===== src/rtl/sw_ctrlr_debounce.sv =====
// N-channel switch front end: synchroniser, per-channel debouncer, sticky
// edge events with overrun tracking, and a maskable registered level IRQ.
module sw_ctrlr_debounce #(
   parameter int N               = 4,
   parameter int SYNC_STAGES     = 2,
   parameter int DEBOUNCE_CYCLES = 1000,
   parameter int CNT_W           = $clog2(DEBOUNCE_CYCLES + 1)
) (
   input  logic             clk,
   input  logic             reset,
   input  logic             enable_irq,
   input  logic [N-1:0]     sw_mask,
   input  logic [2*N-1:0]   edge_mode,
   input  logic [N-1:0]     sw_event_ack,
   output logic [N-1:0]     sw_event,
   output logic [N-1:0]     sw_overrun,
   output logic [N-1:0]     sw_state,
   output logic             irq,
   input  logic [N-1:0]     SW
);

   localparam int PW = $clog2(SYNC_STAGES + 1);
   localparam logic [CNT_W-1:0] CNT_LAST = CNT_W'(DEBOUNCE_CYCLES - 1);

   logic [PW-1:0] prime_cnt_reg;
   logic          primed_reg;
   logic          prime_done;
   logic          irq_reg;

   // Wait for the synchroniser to fill before adopting its output as the
   // initial debounced level, so reset release never looks like an edge.
   assign prime_done = ~primed_reg & (prime_cnt_reg == PW'(SYNC_STAGES));

   always_ff @(posedge clk or posedge reset) begin
      if (reset) begin
         prime_cnt_reg <= '0;
         primed_reg    <= 1'b0;
      end else if (!primed_reg) begin
         if (prime_done)
            primed_reg <= 1'b1;
         else
            prime_cnt_reg <= prime_cnt_reg + PW'(1);
      end
   end

   genvar gi;
   generate
      for (gi = 0; gi < N; gi++) begin : g_ch
         logic [SYNC_STAGES-1:0] sync_reg;
         logic [CNT_W-1:0]       cnt_reg;
         logic                   state_reg;
         logic                   event_reg;
         logic                   overrun_reg;
         logic                   s;
         logic                   commit;
         logic                   qual;

         assign s      = sync_reg[SYNC_STAGES-1];
         assign commit = primed_reg & (s != state_reg) & (cnt_reg == CNT_LAST);
         assign qual   = commit & ((s & edge_mode[2*gi]) | (~s & edge_mode[2*gi+1]));

         always_ff @(posedge clk or posedge reset) begin
            if (reset)
               sync_reg <= '0;
            else
               sync_reg <= {sync_reg[SYNC_STAGES-2:0], SW[gi]};
         end

         always_ff @(posedge clk or posedge reset) begin
            if (reset) begin
               cnt_reg     <= '0;
               state_reg   <= 1'b0;
               event_reg   <= 1'b0;
               overrun_reg <= 1'b0;
            end else begin
               if (!primed_reg) begin
                  cnt_reg <= '0;
                  if (prime_done)
                     state_reg <= s;
               end else if (s == state_reg) begin
                  cnt_reg <= '0;
               end else if (commit) begin
                  state_reg <= s;
                  cnt_reg   <= '0;
               end else begin
                  cnt_reg <= cnt_reg + CNT_W'(1);
               end

               // A new qualified edge wins over a simultaneous acknowledge.
               if (qual)
                  event_reg <= 1'b1;
               else if (sw_event_ack[gi])
                  event_reg <= 1'b0;

               if (qual & event_reg & ~sw_event_ack[gi])
                  overrun_reg <= 1'b1;
               else if (sw_event_ack[gi])
                  overrun_reg <= 1'b0;
            end
         end

         assign sw_state[gi]   = state_reg;
         assign sw_event[gi]   = event_reg;
         assign sw_overrun[gi] = overrun_reg;
      end
   endgenerate

   always_ff @(posedge clk or posedge reset) begin
      if (reset)
         irq_reg <= 1'b0;
      else
         irq_reg <= enable_irq & (|(sw_event & sw_mask));
   end

   assign irq = irq_reg;

endmodule


===== config.mk =====
export PLATFORM = sky130hd
export DESIGN_NAME = sw_ctrlr_debounce
export DESIGN_NICKNAME = d
export VERILOG_FILES = /design/src/rtl/sw_ctrlr_debounce.sv
export SDC_FILE = /design/constraint.sdc
export NUM_CORES = 1
export LEC_CHECK = 0
export ABC_AREA = 0
export CAP_MARGIN = 40
export CORE_ASPECT_RATIO = 0.75
export CORE_MARGIN = 5
export CORE_UTILIZATION = 35
export CTS_BUF_LIST = sky130_fd_sc_hd__clkbuf_2
export CTS_CLUSTER_SIZE = 40
export DETAILED_ROUTE_END_ITERATION = 8
export GPL_ROUTABILITY_DRIVEN = 0
export PLACE_DENSITY_LB_ADDON = 0.2
export SLEW_MARGIN = 20
export SYNTH_ARGS = -nofsm -noshare
export SYNTH_HDL_FRONTEND = slang
export SYNTH_SLANG_ARGS = --single-unit

===== constraint.sdc =====
create_clock -name clk -period 2.4 [get_ports clk]
set_clock_uncertainty 0.05 [all_clocks]
set_input_delay 0.24 -clock clk [delete_from_list [all_inputs] [get_ports clk]]
set_output_delay 0.24 -clock clk [all_outputs]
set_load 0.02 [all_outputs]

# After elaboration in Yosys (flattened, before gate mapping)
# Cells that the tools add are included.
[word_totals] in_bits=23 wordCells=151 regBits=64 output_inout_bits=13
[classes] muxes=42 n_bitwise=45 eq_ne=21 add_sub_neg=5 n_reduce_logical=15
[ops] cell="2-to-1 mux 10 bit" count=12
[ops] cell="adder 10 x 1 -> 10 bit, second input constant" count=4
[ops] cell="== test 10 bit, second input constant" count=4
[ops] cell="bitwise AND 1 bit" count=30
[ops] cell="2-to-1 mux 1 bit" count=30
[ops] cell="nonzero test 2 bit" count=9
[ops] cell="AND reduction 3 bit" count=4
[ops] cell="inverter 1 bit" count=10
[ops] cell="inequality test 2 x 1 -> 1 bit, second input constant" count=4
[ops] cell="inequality test 2 bit, second input constant" count=4
[ops] cell="bitwise AND 4 bit" count=1
[ops] cell="== test 1 bit" count=4
[ops] cell="inequality test 1 bit" count=4
[ops] cell="OR 1 bit" count=4
[ops] cell="OR reduction 4 bit" count=1
[ops] cell="adder 2 x 1 -> 2 bit, second input constant" count=1
[ops] cell="== test 2 bit, second input constant" count=1
[ops] cell="AND reduction 2 bit" count=1

# Depth between registers and ports, before layout
# Gate-level depths: netlist (run 1).
[depth] ltp_word=7 depth_mapped=6 mapped_depth_nobuf=5

# Worst setup path before layout (run 1)
# No wires, ideal clock.
[synth_timing] path_type="register -> register" start="register g_ch[1].cnt_reg[0]" end="register g_ch[1].state_reg" n_path_buf=0 stages_incl_launch_ff=6 required_ps=2225 arrival_time_ps=1374 period_less_slack_ps=1549 slack_ps=851 setup_ps=125 cell_sequence="dfrtp_1 > ha_1 > nand4_4 > nor3b_4 > a21oi_2 > mux2_4"
[synth_via] elab_chain_len=4
[synth_lines] element="start, declared" line="50" text="logic [CNT_W-1:0] cnt_reg;"
[synth_lines] element="start signal, assigned" line="86" text="cnt_reg <= cnt_reg + CNT_W'(1);"
[synth_lines] element="== test 10 bit" line="59" text="assign commit = primed_reg & (s != state_reg) & (cnt_reg == CNT_LAST);"
[synth_lines] element="bitwise AND 1 bit" line="59"
[synth_lines] element="inequality test 2 x 1 -> 1 bit (no line)"
[synth_lines] element="AND reduction 3 bit (no line)"
[synth_lines] element="end signal, assigned" line="79" text="state_reg <= s;"
[synth_lines] element="end signal, assigned" line="83" text="state_reg <= s;"
[synth_lines] element="end, declared" line="51" text="logic state_reg;"
# Every way passes these cells.
# A chain may end at the register's enable or synchronous reset.

# Worst setup path in the final report (run 1)
[layout_timing] start="register g_ch[2].event_reg" end="output port sw_event[2]"
[layout_rtl] element="start, declared" line="52" text="logic event_reg;"
[layout_rtl] element="start signal, assigned" line="73" text="event_reg <= 1'b0;"
[layout_rtl] element="start signal, assigned" line="91" text="event_reg <= 1'b1;"
[layout_rtl] element="start signal, assigned" line="93" text="event_reg <= 1'b0;"
[layout_rtl] element="end, declared" line="15" text="output logic [N-1:0] sw_event,"
# No word-level cell between the ends.

==> metrics.md, run 1 <==
| Metric | Value |
|---|---|
| CTS Buf Count | `9` |
| Main combinational cell family by area after synthesis | `simple AND/OR/NAND/NOR gates` |
| Peak VDD IR | `0.256 mV` |
| Critical path buffers and inverters | `1` |
| Clock Latency Late Sink | `~490 ps` |
| I/O Pins | `36` |
| Final Cycle Share | `0.782` |
| Placeable Area | `approximately 0.0085 sq mm` |
| Warnings from Yosys | `0` |
| Seq/Total Area, Yosys | `0.521` |
| XOR/XNOR share of the synthesized area | `0.0627` |
| Slowest cell on crit path | `clkdlybuf4s50_1` |
| Post-synthesis compound-gate area fraction | `0.100` |
| Post-Synth Simple-Gate Area | `0.216` |
| Max Cap Violations | `0` |
| Layout cells sized above 1 | `0.124` |
| Routed vias/inst | `about 4.8` |
| Cts hold-fix bufs | `1` |
| Post-synthesis mux area share | `0.0159` |
| Largest area contributor in the netlist | `dfrtp_1` |
| Leakage | `0.00153 uW` |
| CTS Sinks | `between 60 and 70` |
| Post-synthesis adder-cell area fraction | `0.0204` |
| Avg Synthesized Cell Area | `roughly 11 sq um` |
| CP Capture Type | `output pin` |
| Largest register FFs | `40` |
| Final max-slew violation count | `0` |
| Largest net degree at the start of global routing | `26` |
| Routed length per placed instance | `approximately 13 um` |
| Fmax | `533 MHz` |
| Clk root buf | `clkbuf_2` |
| IO Port Bufs | `35` |
| Final Hold Fails | `0` |
| Cell variety after synth | `51` |
| Post-Route WL | `just under 6000 um` |
| First-pass GRT wire length | `roughly 10000 um` |
| Antenna Nets Post-Route | `0` |
| Worst-path maximum fanout | `3` |
| Postcts setup bufs | `0` |
| Vias | `~2,100` |
| Slowest stage delay, CP | `roughly 630 ps` |
| Ys async rst share | `1.00` |
| Die height | `91.1 um` |
| Nature of the critical path startpoint | `register` |
| Final WS setup | `524 ps` |
| Count leader, synth | `dfrtp_1` |
| CTS HTree Levels | `3` |
| Number of synthesized flops with an enable pin | `0` |
| Clock transition at path regs | `between 150 and 200 ps` |
| Min Tclk post-route | `between 1500 and 2000 ps` |
| Routed wl met3 | `slightly below 300 um` |
| Setup TNS | `0 ps` |
| Crit path kind | `register to output pin` |
| Die area | `between 0.01 and 0.015 sq mm` |
| CP delay by family, top | `buffers and inverters` |
| Highest metal used | `met4` |
| Final setup violating endpoints | `0` |
| Least-Margin Pin Slew | `approximately 560 ps` |
| Arrival @ worst endpoint | `about 1600 ps` |
| RSZ-0062 raised after global routing | `no` |
| TritonCTS clock tree | `yes` |
| Vias in the first global route | `~2,100` |
| Top post-synthesis cells by count | `dfrtp_1 (64), nor2_1 (31), inv_1 (20)` |
| Remaining DRCs | `0` |
| DP HPWL | `between 4000 and 5000 um` |
| HP Class | `input port to register` |
| Initial antenna violation count | `0` |
| CTS resizes | `0` |
| Cell Area, Synth | `between 0.003 and 0.004 sq mm` |
| FP Rows | `29` |
| WP data required | `2110 ps` |
| Power per Cell Area | `504 mW/mm^2` |
| Drt initial violations | `80` |
| First drt pass iteration count | `5` |
| Die width | `approximately 120 um` |
| Yosys top cell area share | `0.521` |
| Crit path cell chain | `clkdlybuf4s50_1` |
| Fin nets | `around 350` |
| Top FF cell, synth | `dfrtp_1` |
| Met2 WL | `~2500 um` |
| #FFs+latches synth | `between 60 and 70` |
| Dpl ws | `just over 600 ps` |
| Global Route Usage Sum | `0.116` |
| Wl on met1 | `approximately 3000 um` |
| Worst slew margin relative to its limit | `0.623` |
| GR Overflow Total | `0` |
| Gate Count Post-Synth | `292` |
| Area Overhead vs Synth | `15.9%` |
| Clk buf depth | `2` |
| Run status | `complete, no violations` |
| N_diodes | `0` |
| Mapped Nets | `320` |
| Top post-synthesis cells by area | `dfrtp_1 (52%), nor2_1 (3.8%), xnor2_1 (3.7%)` |
| Starting Density | `0.360` |
## per-stage QoR
step / util / cells / power, uW / hold slack [ps] / cell area (sq um)
5_1_grt: 0.418 / 439 / 1900 / 43.3 / 3560
3_5_place_dp: 0.407 / 422 / 1310 / 290 / 3470
2_1_floorplan: - / 292 / 1240 / 221 / 3070
4_1_cts: 0.418 / 439 / 1840 / 60.0 / 3560
3_3_place_gp: 0.407 / 422 / 1310 / 284 / 3470
6_report: 0.418 / 439 / 1790 / 122 / 3560
## power by group
group          internal (uW)  total [uW]  switching, uW
clock                    133         504            371
combinational           78.0         159           80.9
sequential              1110        1130           23.3
total                   1320        1790            475
## cells in the final DEF (no fill, tap or decap), types with 5 or more instances in the layout
cell type	count
dfrtp_1	64
and3_1	5
inv_1	19
a31oi_1	5
clkbuf_2	11
a21oi_1	10
xnor2_1	13
nand2_1	14
ha_1	5
nand2b_1	5
nand4_1	5
clkdlybuf4s50_1	35
nor2b_1	9
xor2_1	9
nor2_1	31
nor2_2	8
o21ai_0	5
nand3_1	18
## final cells by class
cell class                 count  area (sq um)
fill                         820          4970
sequential                    64          1600
multi-input combinational    192          1270
timing repair buffer          39           395
tap                          108           135
inverter                      20          75.1
clock buffer                  11          55.1
clock inverter                 5          23.8
## worst paths after layout
path                                          startpoint                             to  slack, ps  depth (start not counted)
min in group asynchronous                          reset  g_ch[3].state_reg$_DFFE_PP0P_        510                          3
max in group asynchronous                          reset  g_ch[2].sync_reg[1]$_DFF_PP0_       1250                          4
hold / removal                                     SW[3]  g_ch[3].sync_reg[0]$_DFF_PP0_        120                          1
setup / recovery           g_ch[2].event_reg$_DFFE_PP0P_                    sw_event[2]        520                          1
setup reg to reg            g_ch[1].cnt_reg[0]$_DFF_PP0_   g_ch[1].cnt_reg[6]$_DFF_PP0_        560                          5
hold reg to reg            g_ch[1].sync_reg[0]$_DFF_PP0_  g_ch[1].sync_reg[1]$_DFF_PP0_        320                          0
## layer usage
layer  global-route usage  vias up
met5                    0        -
met4               0.0401        0
met3               0.0497        9
met2                0.165       33
met1                0.159      992
li1                     -     1065
## kinds of logic (layout without fill, tap and decap cells)
group / after synthesis / in the layout
simple gates: 117 / 117
flops: 64 / 64
compound gates: 44 / 44
buf+inv: 36 / 75
xor+xnor: 22 / 22
fa+ha+maj: 5 / 5
mux: 4 / 4
Power figures use the tool's default switching activity.
==> run 2, diff against run 1 <==
- clock period: 2.4 -> 1.9 ns (I/O delays scaled with it)
==> run 2 against run 1 <==
Against the previous run:
- sequential power grew 27%
- final cell count increased by 0.46%
- critical path depth unchanged
- total power up 25%
- worst hold slack gained 87 ps
- die area did not move
- non-clock buffer count grew 4
- critical endpoint is now sw_event[3]
- largest cell class unchanged
- highest routed layer unchanged
==> metrics.md, run 2 (synthesized netlist as in run 1, its figures left out) <==
| Metric | Value |
|---|---|
| CTS Buf Count | `9 (unchanged)` |
| Die width | `118 um (unchanged)` |
| Power per Cell Area | `622 mW/mm^2 (+23%)` |
| Die height | `91.1 um (unchanged)` |
| HP Class | `input port to register` |
| Gate power share | `0.093 (+0.004)` |
| CP Capture Type | `output pin` |
| Fmax | `between 500 and 600 MHz` |
| Peak VDD IR | `0.378 mV (+48%)` |
| Nature of the critical path startpoint | `register` |
| Vias in the first global route | `2,127 (+3.6%)` |
| Clk buf depth | `2 (unchanged)` |
| CTS HTree Levels | `3 (unchanged)` |
| Setup TNS | `0 ps (unchanged)` |
| Fin nets | `358 (+1.1%)` |
| Commonest non-fill, non-tap cell in the layout | `dfrtp_1` |
| Vias | `2,149 (+2.4%)` |
| Most frequent cells in the layout | `dfrtp_1 (64), nor2_1 (31), clkdlybuf4s50_1 (30)` |
| Clk root buf | `clkbuf_2` |
| Placeable Area | `0.00853 sq mm (unchanged)` |
| CTS Sinks | `64 (unchanged)` |
| P_int | `1660 uW (+26%)` |
| Sw frac | `0.261 (-0.00433)` |
| Fillers | `806 (-1.7%)` |
| Worst slew margin relative to its limit | `0.589 (-0.0343)` |
| Drt initial violations | `100 (+25%)` |
| Clock Latency Late Sink | `500 ps (about the same)` |
| Flop pwr share | `0.635 (+0.005)` |
| Final Cycle Share | `0.928` |
| Max Cap Violations | `0 (unchanged)` |
| WP data required | `1660 ps (-450 ps)` |
| Post-Route WL | `5740 um (-1.6%)` |
| Starting Density | `0.360 (unchanged)` |
| Switching power total | `586 uW (+23%)` |
| TritonCTS clock tree | `yes` |
| GR Overflow Total | `0 (unchanged)` |
| Final Hold Fails | `0 (unchanged)` |
| DP HPWL | `4120 um (-4.9%)` |
| Crit path cell chain | `clkdlybuf4s50_1` |
| Global Route Usage Sum | `0.120 (+0.00389)` |
| Initial antenna violation count | `0 (unchanged)` |
| Final setup violating endpoints | `0 (unchanged)` |
| FP Rows | `29 (unchanged)` |
| Run status | `complete, no violations` |
| Leakage | `0.00161 uW (+5.3%)` |
| Remaining DRCs | `0 (unchanged)` |
| Largest net degree at the start of global routing | `65 (+150%)` |
| Min Tclk post-route | `about 1800 ps` |
| Layout cells sized above 1 | `0.117 (-0.00675)` |
| RSZ-0062 raised after global routing | `no` |
| First drt pass iteration count | `4 (-1)` |
| Slowest stage delay, CP | `620 ps (about the same)` |
| Clock transition at path regs | `160 ps (about the same)` |
| Routed vias/inst | `4.87 (+1.9%)` |
| Arrival @ worst endpoint | `1520 ps (-70 ps)` |
| First-pass GRT wire length | `10,300 um (+3.2%)` |
| I/O Pins | `36 (unchanged)` |
| Non-Filler Instances | `441 (+0.46%)` |
| Slowest cell on crit path | `clkdlybuf4s50_1` |
| Hold Slack | `209 ps (+86.8 ps)` |
| N_diodes | `0 (unchanged)` |
| Final max-slew violation count | `0 (unchanged)` |
| Crit path kind | `register to output pin` |
| Least-Margin Pin Slew | `610 ps (+51.0 ps)` |
| Area Overhead vs Synth | `17.6%` |
| Clock power share | `0.272 (-0.009)` |
| Critical path buffers and inverters | `1 (unchanged)` |
| Worst-path maximum fanout | `3 (unchanged)` |
| Dpl cells | `422 (unchanged)` |
| Postcts setup bufs | `0 (unchanged)` |
| CP delay by family, top | `buffers and inverters` |
| IO Port Bufs | `35 (unchanged)` |
| Antenna Nets Post-Route | `0 (unchanged)` |
| Routed length per placed instance | `13.0 um (-2.0%)` |
| Die area | `0.0108 sq mm (unchanged)` |
| Largest register FFs | `40 (unchanged)` |
## run 2: changes by cell type in the layout (fill, tap and decap cells not counted), sizes merged
cell	previous run	this run
clkinv	4	3
dlygate4sd3	1	5
clkinvlp	1	0
clkdlybuf4s50	35	30
dlymetal6s2s	0	5
## run 2: metrics by stage
stage / total power [uW] / utilization / area, sq um / setup WS [ps]
floorplan: 1570 / - / 3070 / 61.9
finish: 2250 / 0.424 / 3610 / 137
CTS: 2290 / 0.418 / 3560 / 14.4
global placement: 1660 / 0.409 / 3480 / 268
global route: 2400 / 0.424 / 3610 / 5.54
detailed placement: 1660 / 0.409 / 3480 / 237
## run 2: power groups by stage
stage / combinational, uW / clock [uW] / sequential (uW)
after global placement: 206 / 0 / 1450
final: 208 / 612 / 1430
after detailed placement: 205 / 0 / 1450
after global routing: 238 / 727 / 1430
after floorplan: 121 / 0 / 1450
after CTS: 208 / 656 / 1430
## run 2: path summary, 6_finish.rpt
kind                                                     from                       endpoint  slack, ps  depth (start not counted)
worst max-delay path            g_ch[3].event_reg$_DFFE_PP0P_                    sw_event[3]        140                          1
worst min-delay path                               enable_irq                  irq$_DFF_PP0_        210                          2
worst max register to register   g_ch[0].cnt_reg[0]$_DFF_PP0_  g_ch[0].state_reg$_DFFE_PP0P_        220                          5
worst min register to register  g_ch[2].sync_reg[0]$_DFF_PP0_  g_ch[2].sync_reg[1]$_DFF_PP0_        310                          0
max in group asynchronous                               reset   g_ch[1].cnt_reg[6]$_DFF_PP0_        970                          4
min in group asynchronous                               reset  g_ch[0].event_reg$_DFFE_PP0P_        560                          4
## run 2: layer usage
metal,GRT usage,wire length [um],part of all wire,vias up
li1,-,-,-,1076
met1,0.160,2900,0.51,1025
met2,0.172,2460,0.43,41
met3,0.0565,328,0.057,7
met4,0.0401,53,0.0092,0
met5,0,0,0,-
## run 2: repair_timing
action                     4_1_cts  5_1_grt
gates resized for setup          0        5
setup endpoints to repair        0        5
hold buffers                     1        4
hold endpoints to repair        64        4
## run 2: cell type report
| cell class | instances | area, sq um | share of cell area |
|---|---|---|---|
| well taps | 108 | 135 | 0.0374 |
| repair buffers | 43 | 460 | 0.127 |
| inverters | 20 | 75.1 | 0.0208 |
| multi-input cells | 192 | 1270 | 0.353 |
| flip-flops and latches | 64 | 1600 | 0.443 |
| clock buffers | 11 | 55.1 | 0.0152 |
| clock inverters | 3 | 11.3 | 0.00312 |
